--- config.mk ---
export PLATFORM = sky130hd
export DESIGN_NAME = mul4_fitness_scorer_flat
export DESIGN_NICKNAME = d
export VERILOG_FILES = /design/src/rtl/mul4_fitness_scorer_if.sv /design/src/rtl/mul4_fitness_scorer.sv /design/src/flat_wrapper.sv
export SDC_FILE = /design/constraint.sdc
export NUM_CORES = 1
export LEC_CHECK = 0
export ABC_AREA = 1
export CORE_ASPECT_RATIO = 0.8
export CORE_MARGIN = 2
export CORE_UTILIZATION = 52
export DETAILED_ROUTE_END_ITERATION = 6
export PLACE_DENSITY = 0.9
export RECOVER_POWER = 100
export SYNTH_ARGS = -nofsm -noshare
export SYNTH_HDL_FRONTEND = slang
export SYNTH_SLANG_ARGS = --single-unit
--- constraint.sdc ---
create_clock -name clk -period 7.1 [get_ports clk]
set_input_delay 1.42 -clock clk [delete_from_list [all_inputs] [get_ports clk]]
set_output_delay 1.42 -clock clk [all_outputs]
set_load 0.02 [all_outputs]
--- src/rtl/mul4_fitness_scorer_if.sv ---
`timescale 1ns/1ps
// Batch bus for mul4_fitness_scorer: candidate operand/product bit-planes.
// Handshake: a batch transfers on a rising edge where in_valid && in_ready.
interface mul4_fitness_scorer_if #(
    parameter int LANES = 16
);
    logic             in_valid;
    logic             in_ready;
    logic [LANES-1:0] a1;
    logic [LANES-1:0] a0;
    logic [LANES-1:0] b1;
    logic [LANES-1:0] b0;
    logic [LANES-1:0] y3;
    logic [LANES-1:0] y2;
    logic [LANES-1:0] y1;
    logic [LANES-1:0] y0;

    modport master (
        output in_valid, a1, a0, b1, b0, y3, y2, y1, y0,
        input  in_ready
    );

    modport slave (
        input  in_valid, a1, a0, b1, b0, y3, y2, y1, y0,
        output in_ready
    );
endinterface

--- src/rtl/mul4_fitness_scorer.sv ---
`timescale 1ns/1ps
// Scores a bit-sliced 2x2 multiplier candidate: counts output bits matching the
// golden product over NUM_BATCHES batches through a 3-edge pipeline.
module mul4_fitness_scorer #(
    parameter int LANES       = 16,
    parameter int NUM_BATCHES = 4,
    parameter int SCORE_W     = 16
) (
    input  logic                 clk,
    input  logic                 rst,
    input  logic                 start,
    mul4_fitness_scorer_if.slave bus,
    output logic                 busy,
    output logic                 done,
    output logic [SCORE_W-1:0]   score,
    output logic                 perfect,
    output logic [1:0]           dbg_state_o
);

    localparam int    MASK_W  = 4 * LANES;
    localparam int    POP_W   = $clog2(MASK_W + 1);
    localparam int    CNT_W   = $clog2(NUM_BATCHES + 1);
    localparam longint MAX_SC = longint'(MASK_W) * longint'(NUM_BATCHES);

    if (MAX_SC >= (64'd1 << SCORE_W)) begin : g_bad_score_w
        $error("SCORE_W too narrow for 4*LANES*NUM_BATCHES");
    end

    typedef enum logic [1:0] {
        IDLE = 2'd0,
        RUN  = 2'd1,
        DONE = 2'd2
    } state_t;

    state_t             state_q, state_d;
    logic [CNT_W-1:0]   cnt_q;
    logic [SCORE_W-1:0] score_q;
    logic               s1_valid_q, s1_last_q;
    logic [MASK_W-1:0]  s1_mask_q;
    logic               s2_valid_q, s2_last_q;
    logic [POP_W-1:0]   s2_pop_q;

    logic               ready_w;
    logic               clear_w;
    logic               accept_w;
    logic               last_w;
    logic [LANES-1:0]   p3, p2, p1, p0;
    logic [MASK_W-1:0]  mask_d;
    logic [POP_W-1:0]   pop_d;

    // Golden 2x2 product per lane, evaluated bitwise across all lanes at once.
    always_comb begin
        p0     = bus.a0 & bus.b0;
        p1     = (bus.a1 & bus.b0) ^ (bus.a0 & bus.b1);
        p2     = bus.a1 & bus.b1 & ~(bus.a0 & bus.b0);
        p3     = bus.a1 & bus.a0 & bus.b1 & bus.b0;
        mask_d = {~(bus.y3 ^ p3), ~(bus.y2 ^ p2), ~(bus.y1 ^ p1), ~(bus.y0 ^ p0)};
    end

    always_comb begin
        pop_d = '0;
        for (int i = 0; i < MASK_W; i++) begin
            pop_d = pop_d + POP_W'(s1_mask_q[i]);
        end
    end

    always_comb begin
        state_d = state_q;
        clear_w = 1'b0;
        ready_w = 1'b0;
        busy    = 1'b0;
        done    = 1'b0;
        case (state_q)
            IDLE: begin
                if (start) begin
                    state_d = RUN;
                    clear_w = 1'b1;
                end
            end
            RUN: begin
                busy    = 1'b1;
                ready_w = (cnt_q < CNT_W'(NUM_BATCHES));
                // Completion is tied to the final batch reaching the accumulator.
                if (s2_valid_q && s2_last_q) begin
                    state_d = DONE;
                end
            end
            DONE: begin
                done = 1'b1;
                if (start) begin
                    state_d = RUN;
                    clear_w = 1'b1;
                end
            end
            default: begin
                state_d = IDLE;
            end
        endcase
    end

    assign accept_w     = bus.in_valid & ready_w;
    assign last_w       = (cnt_q == CNT_W'(NUM_BATCHES - 1));
    assign bus.in_ready = ready_w;

    always_ff @(posedge clk or posedge rst) begin
        if (rst) begin
            state_q <= IDLE;
        end else begin
            state_q <= state_d;
        end
    end

    always_ff @(posedge clk or posedge rst) begin
        if (rst) begin
            cnt_q      <= '0;
            score_q    <= '0;
            s1_valid_q <= 1'b0;
            s1_last_q  <= 1'b0;
            s1_mask_q  <= '0;
            s2_valid_q <= 1'b0;
            s2_last_q  <= 1'b0;
            s2_pop_q   <= '0;
        end else begin
            s1_valid_q <= accept_w;
            s1_last_q  <= accept_w & last_w;
            if (accept_w) begin
                s1_mask_q <= mask_d;
            end
            s2_valid_q <= s1_valid_q;
            s2_last_q  <= s1_valid_q & s1_last_q;
            if (s1_valid_q) begin
                s2_pop_q <= pop_d;
            end
            // Pipeline is always empty when a clear occurs (IDLE or DONE only).
            if (clear_w) begin
                cnt_q   <= '0;
                score_q <= '0;
            end else begin
                if (accept_w) begin
                    cnt_q <= cnt_q + CNT_W'(1);
                end
                if (s2_valid_q) begin
                    score_q <= score_q + SCORE_W'(s2_pop_q);
                end
            end
        end
    end

    assign score       = score_q;
    assign perfect     = done && (score_q == SCORE_W'(MAX_SC));
    assign dbg_state_o = state_q;

endmodule

--- src/flat_wrapper.sv ---
// flat-port wrapper written by rule: the top's interface ports become plain ports
module mul4_fitness_scorer_flat 
#(
    parameter int LANES       = 16,
    parameter int NUM_BATCHES = 4,
    parameter int SCORE_W     = 16
)
  (clk, rst, start, busy, done, score, perfect, dbg_state_o, bus_in_valid, bus_a1, bus_a0, bus_b1, bus_b0, bus_y3, bus_y2, bus_y1, bus_y0, bus_in_ready);
  mul4_fitness_scorer_if #(.LANES(LANES)) bus_i ();
  input  logic clk;
  input  logic rst;
  input  logic start;
  output logic busy;
  output logic done;
  output logic [SCORE_W-1:0] score;
  output logic perfect;
  output logic [1:0] dbg_state_o;
  input wire logic [$bits(bus_i.in_valid)-1:0] bus_in_valid;
  input wire logic [$bits(bus_i.a1)-1:0] bus_a1;
  input wire logic [$bits(bus_i.a0)-1:0] bus_a0;
  input wire logic [$bits(bus_i.b1)-1:0] bus_b1;
  input wire logic [$bits(bus_i.b0)-1:0] bus_b0;
  input wire logic [$bits(bus_i.y3)-1:0] bus_y3;
  input wire logic [$bits(bus_i.y2)-1:0] bus_y2;
  input wire logic [$bits(bus_i.y1)-1:0] bus_y1;
  input wire logic [$bits(bus_i.y0)-1:0] bus_y0;
  output wire logic [$bits(bus_i.in_ready)-1:0] bus_in_ready;
  assign bus_i.in_valid = bus_in_valid;
  assign bus_i.a1 = bus_a1;
  assign bus_i.a0 = bus_a0;
  assign bus_i.b1 = bus_b1;
  assign bus_i.b0 = bus_b0;
  assign bus_i.y3 = bus_y3;
  assign bus_i.y2 = bus_y2;
  assign bus_i.y1 = bus_y1;
  assign bus_i.y0 = bus_y0;
  assign bus_in_ready = bus_i.in_ready;
  mul4_fitness_scorer #(.LANES(LANES), .NUM_BATCHES(NUM_BATCHES), .SCORE_W(SCORE_W)) u_core (.clk(clk), .rst(rst), .start(start), .bus(bus_i), .busy(busy), .done(done), .score(score), .perfect(perfect), .dbg_state_o(dbg_state_o));
endmodule
Word-level counts from Yosys, hierarchy flattened
Cells that the tools add are included.
{"block": "totals", "wordCells": 121, "reg_bits": 96}
{"block": "classes", "order_cmp": 1, "muxes": 12, "reduce_logical": 7, "bitwise_logic": 21, "n_eq_ne": 6, "add_sub_neg": 65}
{"cell": "$add 7x1->7", "n": 62}
{"cell": "$and 16x16->16", "n": 8}
{"cell": "$not 16->16", "n": 5}
{"cell": "$xor 16x16->16", "n": 5}
{"cell": "$mux 16", "n": 2}
{"cell": "$add 16x7->16", "n": 1}
{"cell": "$eq 16x9->1 const B", "n": 1}
{"cell": "$mux 3", "n": 2}
{"cell": "$mux 1", "n": 5}
{"cell": "$mux 2", "n": 2}
{"cell": "$ne 2x1->1 const B", "n": 2}
{"cell": "$pmux 2 s2", "n": 1}
{"cell": "$reduce_bool 2->1", "n": 2}
{"cell": "$add 3x1->3 const B", "n": 1}
{"cell": "$and 1x1->1", "n": 3}
{"cell": "$eq 3x2->1 const B", "n": 1}
{"cell": "$lt 3x3->1 const B", "n": 1}
{"cell": "$add 1x1->2", "n": 1}
{"cell": "$eq 2x1->1 const B", "n": 1}
{"cell": "$eq 2x2->1 const B", "n": 1}
{"cell": "$logic_and 1x1->1", "n": 2}
{"cell": "$logic_not 2->1", "n": 1}
{"cell": "$reduce_and 2->1", "n": 1}
{"cell": "$reduce_or 2->1", "n": 1}

Longest topological paths before layout
{"block": "logic_depth", "word_depth": 63, "depth_mapped": 23, "mapped_depth_nobuf": 23}

Least setup slack after synthesis
OpenSTA, ideal clock, no wires.
{"block": "synth_timing", "kind": "flip-flop to flip-flop", "startpoint": "register u_core.s1_mask_q[0]", "endpoint": "register u_core.s2_pop_q[6]", "setup_ps": 77, "slack_ps": 1310, "t_arrival_ps": 5713, "path_stages_with_launch": 20, "period_less_slack_ps": 5790, "required_time_ps": 7023, "n_path_buf": 0, "cell_sequence": "dfrtp_1 -> ha_1 -> inv_1 -> fa_1 -> fa_1 -> fa_1 -> fa_1 -> fa_1 -> fa_1 -> fa_1 -> fa_1 -> fa_1 -> fa_1 -> inv_1 -> nand3_1 -> nand2_1 -> nand2_1 -> nand2_1 -> nand2_1 -> a21oi_1"}
{"block": "synth_between", "elab_chain_cells": 63}
{"element": "start, declared", "line": "mul4_fitness_scorer.sv:39", "source": "logic [MASK_W-1:0] s1_mask_q;"}
{"element": "start signal, assigned", "line": "mul4_fitness_scorer.sv:127", "source": "s1_mask_q <= mask_d;"}
{"element": "$add 1x1->2", "line": "mul4_fitness_scorer.sv:63", "source": "pop_d = pop_d + POP_W'(s1_mask_q[i]);"}
{"element": "$add 7x1->7 (62 in a row)", "line": "mul4_fitness_scorer.sv:63"}
{"element": "end signal, assigned", "line": "mul4_fitness_scorer.sv:132", "source": "s2_pop_q <= pop_d;"}
{"element": "end, declared", "line": "mul4_fitness_scorer.sv:41", "source": "logic [POP_W-1:0] s2_pop_q;"}
No other way between the ends.
A chain may end at the register's enable or synchronous reset.

Worst setup path in the final report
Same ends and word-level chain as after synthesis.

==> summary.txt <==
STA
  • Fin crit period: around 6.1 ns
  • Slew @ Worst Pin: about 3.4 ns
  • Skew final: approximately 0.014 ns
  • Max Slew Vio Count: 209
  • Final hold vios: 0
  • Final setup TNS: 0 ns
  • Slew margin rel.: -129%
  • Max Clk Rate: 0.164 GHz
  • Part of the cycle the worst path needs: 86.1%
  • RSZ-0062 raised after global routing: false
  • Endpoints failing setup: 0

Synth
  • Post-synthesis compound-gate area fraction: 7.19%
  • EDFF count, synth: 0
  • Synth Area in XOR/XNOR: about 8.4%
  • YS warnings: 0
  • Synth Area in Simple Gates: 19.9%
  • Mux cell area share after synthesis: 0%
  • Largest family of logic cells by synthesized area: adder cells
  • Dominant synthesized flop cell: dfrtp_1
  • Netlist cell types: 31
  • Cell Area, Synth: 6870 um2
  • Syn avg cell area: approximately 8.2 um2
  • Post-synthesis async set-or-reset flop share: 100%
  • Post-Syn Nets: 1,045
  • Synth Instances: approximately 830
  • #FFs+latches synth: between 90 and 100
  • Register area share after synthesis: between 30% and 40%
  • Adder-cell share of the synthesized area: approximately a fifth

Clock tree
  • CTS Hold Buffers Added: 0
  • CTS max path bufs: 2
  • Worst skew pair latency: about 0.34 ns
  • CTS Sinks: 96
  • H-Tree Depth: 3
  • Number of CTS-inserted buffers: 9
  • Post-CTS resize count: 0
  • Worst-path clk slew: 0.07 ns
  • # Post-CTS Setup Buffers: 0
  • CTS tree: done
  • CTS root buffer: clkbuf_16

Cells and area
  • Multi-input combinational cell area: between 3000 and 4000 um2
  • Total area of sequential cells: 2400 um2
  • Layout overhead on the synthesized area: 28.5%
  • Inserted Diodes: 0
  • Final Core Density: 68.6%
  • Layout Nets: 1,193
  • Commonest non-fill, non-tap cells in the layout: nand2_1 (255), inv_1 (136), clkdlybuf4s50_1 (128)
  • Layout cells sized above 1: 2.23%
  • Most common cell after layout, fill and taps aside: nand2_1
  • Fillers: 1,031

Placement
  • Hpwl dp: 12,600 um
  • Final Wtd Congestion: 0.883
  • Port Buf Inserts: between 150 and 200

Hold path
  • Worst hold stages: 2
  • Hold path start: u_core.s1_last_q$_DFF_PP0_
  • Hold WC Path Type: reg2reg
  • Hold worst-path end: u_core.s2_last_q$_DFF_PP0_

GRT
  • Tot GR Track Use: 23.5%
  • Global-route wire length before repair: between 20,000 and 30,000 um
  • Largest net degree at the start of global routing: roughly 130
  • Initial antenna violation count: 0
  • Total grt overflow: 0
  • Number of global-route vias before repair: between 5,000 and 6,000

Drt
  • Vias per std cell: roughly 5
  • Vias: 5,753
  • Total wire length: 15,800 um
  • Detailed router's first-iteration violation count: 509
  • Antenna viol nets, final: 0
  • Mean routed wirelength per cell: 13.6 um
  • DRC violations left: 0
  • DR pass1 iterations: 5

Setup path
  • Worst setup SP type: flop
  • Crit Path Max Fanout: 3
  • Worst R2R Path Depth: 19
  • Reg-to-reg critical path endpoint: u_core.s2_pop_q[6]$_DFFE_PP0P_
  • Kind of critical path: reg2reg
  • Critical Path AT: 6.38 ns
  • Critical Path RT: roughly 7.4 ns
  • CP endpoint kind: flop
  • Reg2Reg Launch Point: u_core.s1_mask_q[0]$_DFFE_PP0P_
  • Reg2Reg Setup Slack: 0.99 ns

Die
  • Initial Util: between 50 and 60%
  • Die area: 14,200 um2
  • Core area: ~13,000 um2
  • Row count: 37
  • Die H: 107 um
  • Top Ports: 154
  • Die Width: 133 um

Run
  • Max Cap Viol: 2

Outcome
  • Failing checks: max-capacitance violations, max-slew violations
  • Outcome: complete, but fails checks
area by class of cell:
| cell class | count | share of cell area [%] |
|---|---|---|
| sequential | 96 | 27.2 |
| timing repair buffer | 154 | 17.4 |
| multi-input combinational | 581 | 43.6 |
| clock buffer | 11 | 2.64 |
| tap | 175 | 2.48 |
| inverter | 139 | 5.92 |
| clock inverter | 5 | 0.723 |
per-layer routing:
layer | global-route usage, % | vias to the layer above | wire length, um
met5 | 0 | - | 0
met4 | 6.30 | 0 | 245
met3 | 5.44 | 23 | 1180
met2 | 36.6 | 209 | 7190
met1 | 33.4 | 2670 | 7190
li1 | - | 2851 | -
synth_stat cells (8+ instances only):
library cell    n  area share (%)
ha_1           25             4.6
nor2_1         34             1.9
xnor2_1        58             7.4
buf_2           9            0.66
o21ai_0        72             5.2
inv_1         137             7.5
nand2_1       254              14
xor2_1          8             1.0
fa_1           55              16
dfrtp_1        96              35
a21oi_1        13            0.95
nand3_1        35             2.5
worst max-delay path, cell delays in order, from the launching register on:
cell,delay (ns)
dfrtp_1,0.40
ha_1,0.30
inv_1,0.08
fa_1,0.44
fa_1,0.55
fa_1,0.44
fa_1,0.58
fa_1,0.47
fa_1,0.54
fa_1,0.43
fa_1,0.47
fa_1,0.44
fa_1,0.38
inv_1,0.09
nand3_1,0.07
nand2_1,0.10
nand2_1,0.07
nand2_1,0.06
nand2_1,0.04
a21oi_1,0.11
through the flow:
stage	std cells	setup slack [ns]	cell area, um2	hold WS, ns
global route	1161	0.744	8830	0.443
global placement	1145	1.16	8550	0.416
floorplan	833	1.31	6870	0.409
CTS	1161	0.954	8840	0.435
finish	1161	0.989	8830	0.435
detailed placement	1145	1.00	8550	0.419
how the worst max path moves through the flow:
| stage | from | to | cells after the start |
|---|---|---|---|
| global placement | u_core.s1_mask_q[0]$_DFFE_PP0P_ | u_core.s2_pop_q[6]$_DFFE_PP0P_ | 19 |
| detailed placement | u_core.s1_mask_q[0]$_DFFE_PP0P_ | u_core.s2_pop_q[6]$_DFFE_PP0P_ | 19 |
| floorplan | u_core.s1_mask_q[0]$_DFFE_PP0P_ | u_core.s2_pop_q[6]$_DFFE_PP0P_ | 19 |
| finish | u_core.s1_mask_q[0]$_DFFE_PP0P_ | u_core.s2_pop_q[6]$_DFFE_PP0P_ | 19 |
| CTS | u_core.s1_mask_q[0]$_DFFE_PP0P_ | u_core.s2_pop_q[6]$_DFFE_PP0P_ | 19 |
| global route | u_core.s1_mask_q[0]$_DFFE_PP0P_ | u_core.s2_pop_q[6]$_DFFE_PP0P_ | 19 |
registers in the layout, indices dropped and copies added, names as in the netlist, 2 cells and up:
register / flops
u_core.s1_mask_q: 64
u_core.score: 16
u_core.s2_pop_q: 7
u_core.cnt_q: 3
u_core.dbg_state_o: 2
cells by family after synthesis:
family                     after synthesis
DFF                                     96
xor gates and xnor gates                66
buffers and inverters                  156
and+or+nand+nor                        340
AOI/OAI and AO/OA                       95
adders and majority gates               80
Power is left out: the tool's default activity adds up to more than one toggle a clock period on the data nets, which glitch-free logic cannot reach.
